`src/rtl/ram_arbiter.sv`:
```
// ram_arbiter: round-robin two-port arbiter and sequencer for a single-port synchronous RAM
// Ports:
//   clk, rst_n                       clock, asynchronous active-low reset
//   a_req/a_we/a_addr/a_wdata        port A request (held until a_gnt)
//   a_gnt/a_rvalid/a_rdata           port A accept, read-data valid, read data
//   b_*                              same as port A, for port B
//   ram_load/ram_addr/ram_d/ram_q    RAM write enable, address, write data, registered read data
//   init_done                        high while requests are being served
// Define RAM_ARB_INIT_EN to zero the whole RAM after every reset before serving requests.
module ram_arbiter #(
  parameter int DWIDTH = 16,
  parameter int AWIDTH = 12,
  parameter int WORDS  = 4096
) (
  input  logic              clk,
  input  logic              rst_n,
  input  logic              a_req,
  input  logic              a_we,
  input  logic [AWIDTH-1:0] a_addr,
  input  logic [DWIDTH-1:0] a_wdata,
  output logic              a_gnt,
  output logic              a_rvalid,
  output logic [DWIDTH-1:0] a_rdata,
  input  logic              b_req,
  input  logic              b_we,
  input  logic [AWIDTH-1:0] b_addr,
  input  logic [DWIDTH-1:0] b_wdata,
  output logic              b_gnt,
  output logic              b_rvalid,
  output logic [DWIDTH-1:0] b_rdata,
  output logic              ram_load,
  output logic [AWIDTH-1:0] ram_addr,
  output logic [DWIDTH-1:0] ram_d,
  input  logic [DWIDTH-1:0] ram_q,
  output logic              init_done
);
  localparam logic [0:0] ARB = 1'b1;
  if (WORDS > (1 << AWIDTH)) begin : g_bad_words
    $error("WORDS exceeds the address space");
  end
  logic              state;
  logic              clr;
  logic              last_gnt;
  logic              rd_pending;
  logic              rd_owner;
  logic [AWIDTH-1:0] addr_q;
  logic              arb;
  logic              a_win;
  logic              gnt;
  logic              we;
  logic [AWIDTH-1:0] sel_addr;
  logic [DWIDTH-1:0] sel_d;
`ifdef RAM_ARB_INIT_EN
  localparam logic [0:0] INIT = 1'b0;
  localparam int CW = $clog2(WORDS);
  logic [CW-1:0] cnt;
  always_ff @(posedge clk or negedge rst_n) begin
    if (!rst_n) begin
      state <= INIT;
      cnt   <= '0;
    end else if (state == INIT) begin
      cnt <= cnt + 1'b1;
      if (cnt == CW'(WORDS - 1)) state <= ARB;
    end
  end
  assign clr = rst_n && state == INIT;
  always_comb begin
    ram_addr = clr ? AWIDTH'(cnt) : sel_addr;
    ram_d    = clr ? '0 : sel_d;
  end
`else
  assign state    = ARB;
  assign clr      = 1'b0;
  assign ram_addr = sel_addr;
  assign ram_d    = sel_d;
`endif
  // Gating with rst_n keeps every strobe low while reset is held.
  assign arb   = rst_n && state == ARB;
  // A wins when alone, or on contention when B was granted last.
  assign a_win = a_req && (!b_req || last_gnt);
  assign a_gnt = arb && a_win;
  assign b_gnt = arb && b_req && !a_win;
  assign gnt   = a_gnt || b_gnt;
  assign we    = b_gnt ? b_we : a_we;
  always_comb begin
    sel_addr = b_gnt ? b_addr : a_gnt ? a_addr : addr_q;
    sel_d    = b_gnt ? b_wdata : a_gnt ? a_wdata : '0;
  end
  assign ram_load  = clr || (gnt && we);
  assign init_done = state == ARB;
  always_ff @(posedge clk or negedge rst_n) begin
    if (!rst_n) begin
      last_gnt   <= 1'b1;
      rd_pending <= 1'b0;
      rd_owner   <= 1'b0;
      addr_q     <= '0;
    end else begin
      rd_pending <= gnt && !we;
      if (gnt) begin
        last_gnt <= b_gnt;
        rd_owner <= b_gnt;
        addr_q   <= sel_addr;
      end
    end
  end
  assign a_rvalid = rd_pending && !rd_owner;
  assign b_rvalid = rd_pending && rd_owner;
  assign a_rdata  = ram_q;
  assign b_rdata  = ram_q;
endmodule

```
`config.mk`:
```
export PLATFORM = sky130hd
export DESIGN_NAME = ram_arbiter
export DESIGN_NICKNAME = d
export VERILOG_FILES = /design/src/rtl/ram_arbiter.sv
export SDC_FILE = /design/constraint.sdc
export NUM_CORES = 1
export LEC_CHECK = 0
export ABC_AREA = 1
export ABC_CLOCK_PERIOD_IN_PS = 4150
export CORE_MARGIN = 4
export CORE_UTILIZATION = 25
export CTS_CLUSTER_DIAMETER = 80
export CTS_CLUSTER_SIZE = 20
export DETAILED_ROUTE_END_ITERATION = 12
export PLACE_DENSITY_LB_ADDON = 0.2
export SLEW_MARGIN = 20
export SYNTH_ARGS = -nofsm -noshare
export SYNTH_HDL_FRONTEND = slang
export SYNTH_SLANG_ARGS = --single-unit
```
`constraint.sdc`:
```
create_clock -name clk -period 4.15 [get_ports clk]
set_input_delay 0.83 -clock clk [delete_from_list [all_inputs] [get_ports clk]]
set_output_delay 0.83 -clock clk [all_outputs]
set_load 0.01 [all_outputs]
```
Word-level counts from Yosys, hierarchy flattened --
Cells that the tools add are included.
Storage, ports and cells: flip-flop bits (word level) 15, bits of input ports 78, output and inout port bits 66, word-level logic and storage cells 23
Operators by class: multiplexer cells 5, reduce and logical (&&, ||, !) cells 14
Operator list (count):
- $mux W16 | 2
- $mux W12 | 2
- $logic_and A1 B1 Y1 | 8
- $logic_not A1 Y1 | 4
- $logic_or A1 B1 Y1 | 2
- $mux W1 | 1

Longest topological paths before layout --
depth in word-level cells 8, depth in mapped cells 7, gate-level depth less buffers 7

Worst setup path after synthesis --
Ideal clock, no wire load.
kind input port to output port, start in b_req, end out ram_addr[10], arrival time 1.485 ns, data required time 3.320 ns, path slack 1.835 ns, stages 4, buffers on the path 1, cells stage by stage o21ai_1 buf_4 nand2_1 nand3_1
On the way: word-level cells in the longest chain between the ends 6, elaborated cells on any way between the ends 9
Ends and longest elaborated chain:
- from (decl) | RTL line 24 | input logic b_req,
- $logic_not A1 Y1 | RTL line 80 | assign a_win = a_req && (!b_req || last_gnt);
- $logic_or A1 B1 Y1 | RTL line 80
- $logic_and A1 B1 Y1 | RTL line 80
- $logic_and A1 B1 Y1 or $logic_not A1 Y1 (tied branches) | RTL line 81, 82
- $mux W12 or $logic_and A1 B1 Y1 (tied branches) | RTL line 86, 82
- $mux W12 (*) | RTL line 86 | sel_addr = b_gnt ? b_addr : a_gnt ? a_addr : addr_q;
- to (decl) | RTL line 32 | output logic [AWIDTH-1:0] ram_addr,
Every way passes the cells marked *; elsewhere a longest branch is shown, timed or not.

Worst setup path in the final report --
start in rst_n, end out ram_addr[8]
On the way: word-level cells in the longest chain between the ends 3, elaborated cells on any way between the ends 5
Ends and longest elaborated chain:
- from (decl) | RTL line 16 | input logic rst_n,
- $logic_and A1 B1 Y1 (on tied branches) | RTL line 81, 82
- $mux W12 or $logic_and A1 B1 Y1 (tied branches) | RTL line 86, 82
- $mux W12 (*) | RTL line 86
Marked as above.

==> flow_metrics.env <==
export IMPL_run_status="completed"
export IMPL_drv_slew=0
export IMPL_r2r_slack_ps=2750
export IMPL_die_x_microns=77.9
export IMPL_clkTransAtPathRegs_ps=60
export IMPL_dr_pass1_iters=5
export IMPL_fmax_mhz=280
export IMPL_synthSimpleGateAreaFrac_pct=41.3
export IMPL_avgRoutedWirePerCell_microns=10.6
export IMPL_wl_microns=3410
export IMPL_gp_congestion=0.677
export IMPL_muxShareOfSynthArea_pct=0
export IMPL_ys_ff_latch=15
export IMPL_synth_edf_count=0
export IMPL_power_density_nw_per_um2=248
export IMPL_port_buffers=94
export IMPL_final_antenna_net_count=0
export IMPL_finalSetupViolCount=0
export IMPL_grt_start_max_net_pins=22
export IMPL_worstReg2RegStart="last_gnt"
export IMPL_clk_latency_ps=240
export IMPL_drc=0
export IMPL_clockRootBuffer="clkbuf_8"
export IMPL_synthCells=191
export IMPL_synth_top_cell_area_share_pct=29.2
export IMPL_avgSynthCellArea_sq_um=6.39
export IMPL_leakagePower_nw=0.981
export IMPL_overflow=0
export IMPL_vias=1310
export IMPL_ys_top_cells_by_area="nand2_1, dfrtp_1, buf_4"
export IMPL_hold_path_class="reg2reg"
export IMPL_drive_gt1_share_pct=4.71
export IMPL_dieArea_sq_um=6060
export IMPL_synth_commonest_cells="nand2_1, buf_4, nand3_1"
export IMPL_final_util_pct=43.5
export IMPL_antenna_found_initial=0
export IMPL_cts_sinks=15
export IMPL_rsz0062_at_grt="no"
export IMPL_crit_start="rst_n"
export IMPL_tns_ps=0
export IMPL_drv_cap=0
export IMPL_post_cts_setup_buffers=0
export IMPL_areaGrowthSynthToFinish_pct=68.6
export IMPL_post_route_period_util_pct=86.0
export IMPL_ys_dominant_reg_cell="dfrtp_1"
export IMPL_ctsHoldBuffers=0
export IMPL_cp_max_fo=9
export IMPL_io_pins=144
export IMPL_routed_top_layer="met4"
export IMPL_rows=25
export IMPL_tritoncts="built"
export IMPL_end_kind="output pin"
export IMPL_start_kind="input pin"
export IMPL_yosysWarnings=0
export IMPL_viasPerCell=4.07
export IMPL_r2r_end="addr_q[11]"
export IMPL_crit_type="in2out"
export IMPL_reg2regPathDepth=7
export IMPL_synth_adder_area_share_pct=0
export IMPL_syn_cell_area_sq_um=1220
export IMPL_coreArea_sq_um=4720
export IMPL_cts_buffers_inserted=3
export IMPL_cp_required_ps=3320
export IMPL_synth_nets=269
export IMPL_grtUsageTotal_pct=10.7
export IMPL_yosysMostFrequentCell="nand2_1"
export IMPL_die_height_microns=77.9
export IMPL_grt_pass1_vias=1203
export IMPL_clockBufferDepth=2
export IMPL_hold_viol=0
export IMPL_async_reset_ff_share_pct=100
export IMPL_finClkSkew_ps=1.34
export IMPL_cts_resized=0
export IMPL_ys_seq_area_share_pct=30.9
export IMPL_yosysTopAreaCell="nand2_1"
export IMPL_diodes=0
export IMPL_wl_met1_microns=1380
export IMPL_wl_met3_microns=451
export IMPL_arrival_ps=2740
export IMPL_htree_num_levels=1
export IMPL_first_iter_violations=40
export IMPL_fin_nets=334
export IMPL_place_detailed_hpwl_microns=2760
export IMPL_min_period_ps=3570
export IMPL_synth_compound_area_share_pct=1.23
export IMPL_grt_pass1_wl_microns=5380
export IMPL_synth_cell_types=14
export IMPL_dr_wl_met2_microns=1570
export IMPL_peakVddDrop_mv=0.162
export IMPL_crit_end="ram_addr[8]"
export IMPL_initial_core_util_pct=25.8
export IMPL_synth_top_family_by_area="simple AND/OR/NAND/NOR gates"
export IMPL_synth_xor_area_share_pct=0
worst max-delay path, cell delays in order:
cell and delay, ps:
clkdlybuf4s50_1 550, nand2_1 100, a21oi_2 310, buf_4 230
nand2_1 80, nand3_1 80, clkdlybuf4s50_1 540
flip-flops by register name (all words and copies together) (netlist names):
signal and flops:
addr_q 12, last_gnt 1, rd_owner 1, rd_pending 1
how the worst min path moves through the flow:
stage	from	end	slack (ps)	cells past startpoint
6_report	addr_q[11]	addr_q[11]	490	2
5_1_grt	addr_q[10]	addr_q[10]	520	2
4_1_cts	addr_q[7]	addr_q[7]	500	2
3_5_place_dp	addr_q[10]	addr_q[10]	480	2
3_3_place_gp	addr_q[1]	addr_q[1]	490	2
2_1_floorplan	addr_q[0]	addr_q[0]	460	2
metal layers:
| layer | global-route usage (%) | vias to the layer above |
|---|---|---|
| met3 | 4.76 | 2 |
| met5 | 0 | - |
| met1 | 11.9 | 554 |
| met4 | 2.14 | 0 |
| met2 | 18.9 | 70 |
| li1 | - | 684 |
layout make-up:
class / count / area (sq um)
tap: 67 / 83.8
sequential: 15 / 377
multi-input combinational: 129 / 527
inverter: 7 / 26.3
fill: 485 / 2670
timing repair buffer: 100 / 998
clock buffer: 4 / 45.0
layout by cell type, fill, tap and decap left out, drive strengths merged:
cell / Yosys / final
nor2: 4 / 4
inv: 7 / 7
o21ai: 2 / 2
nand3: 26 / 26
buf: 40 / 6
conb: 1 / 1
clkbuf: 0 / 4
dfstp: 1 / 1
a21oi: 1 / 1
nand2: 95 / 95
clkdlybuf4s50: 0 / 94
dfrtp: 14 / 14
logic make-up (layout without fill, tap and decap cells):
| group | Yosys count | in the layout |
|---|---|---|
| AOI/OAI and AO/OA | 3 | 3 |
| buffers and inverters | 47 | 111 |
| DFF | 15 | 15 |
| other | 1 | 1 |
| and+or+nand+nor | 125 | 125 |
per-stage QoR:
stage               total power [mW]  cells  hold slack, ps  instance area [sq um]  setup slack, ps
global route                   0.544    322             515                   2060              408
detailed placement             0.400    318             479                   2010              561
CTS                            0.519    322             497                   2060              553
finish                         0.511    322             492                   2060              579
global placement               0.402    318             486                   2010              557
floorplan                      0.291    191             460                   1220             1840
report_power, final:
part	leakage [nW]	switching, mW	internal (mW)
Sequential	0.185	0.00621	0.169
Combinational	0.773	0.0867	0.133
Clock	0.0228	0.0482	0.0678
No activity file was read; power rests on OpenSTA's default activity.
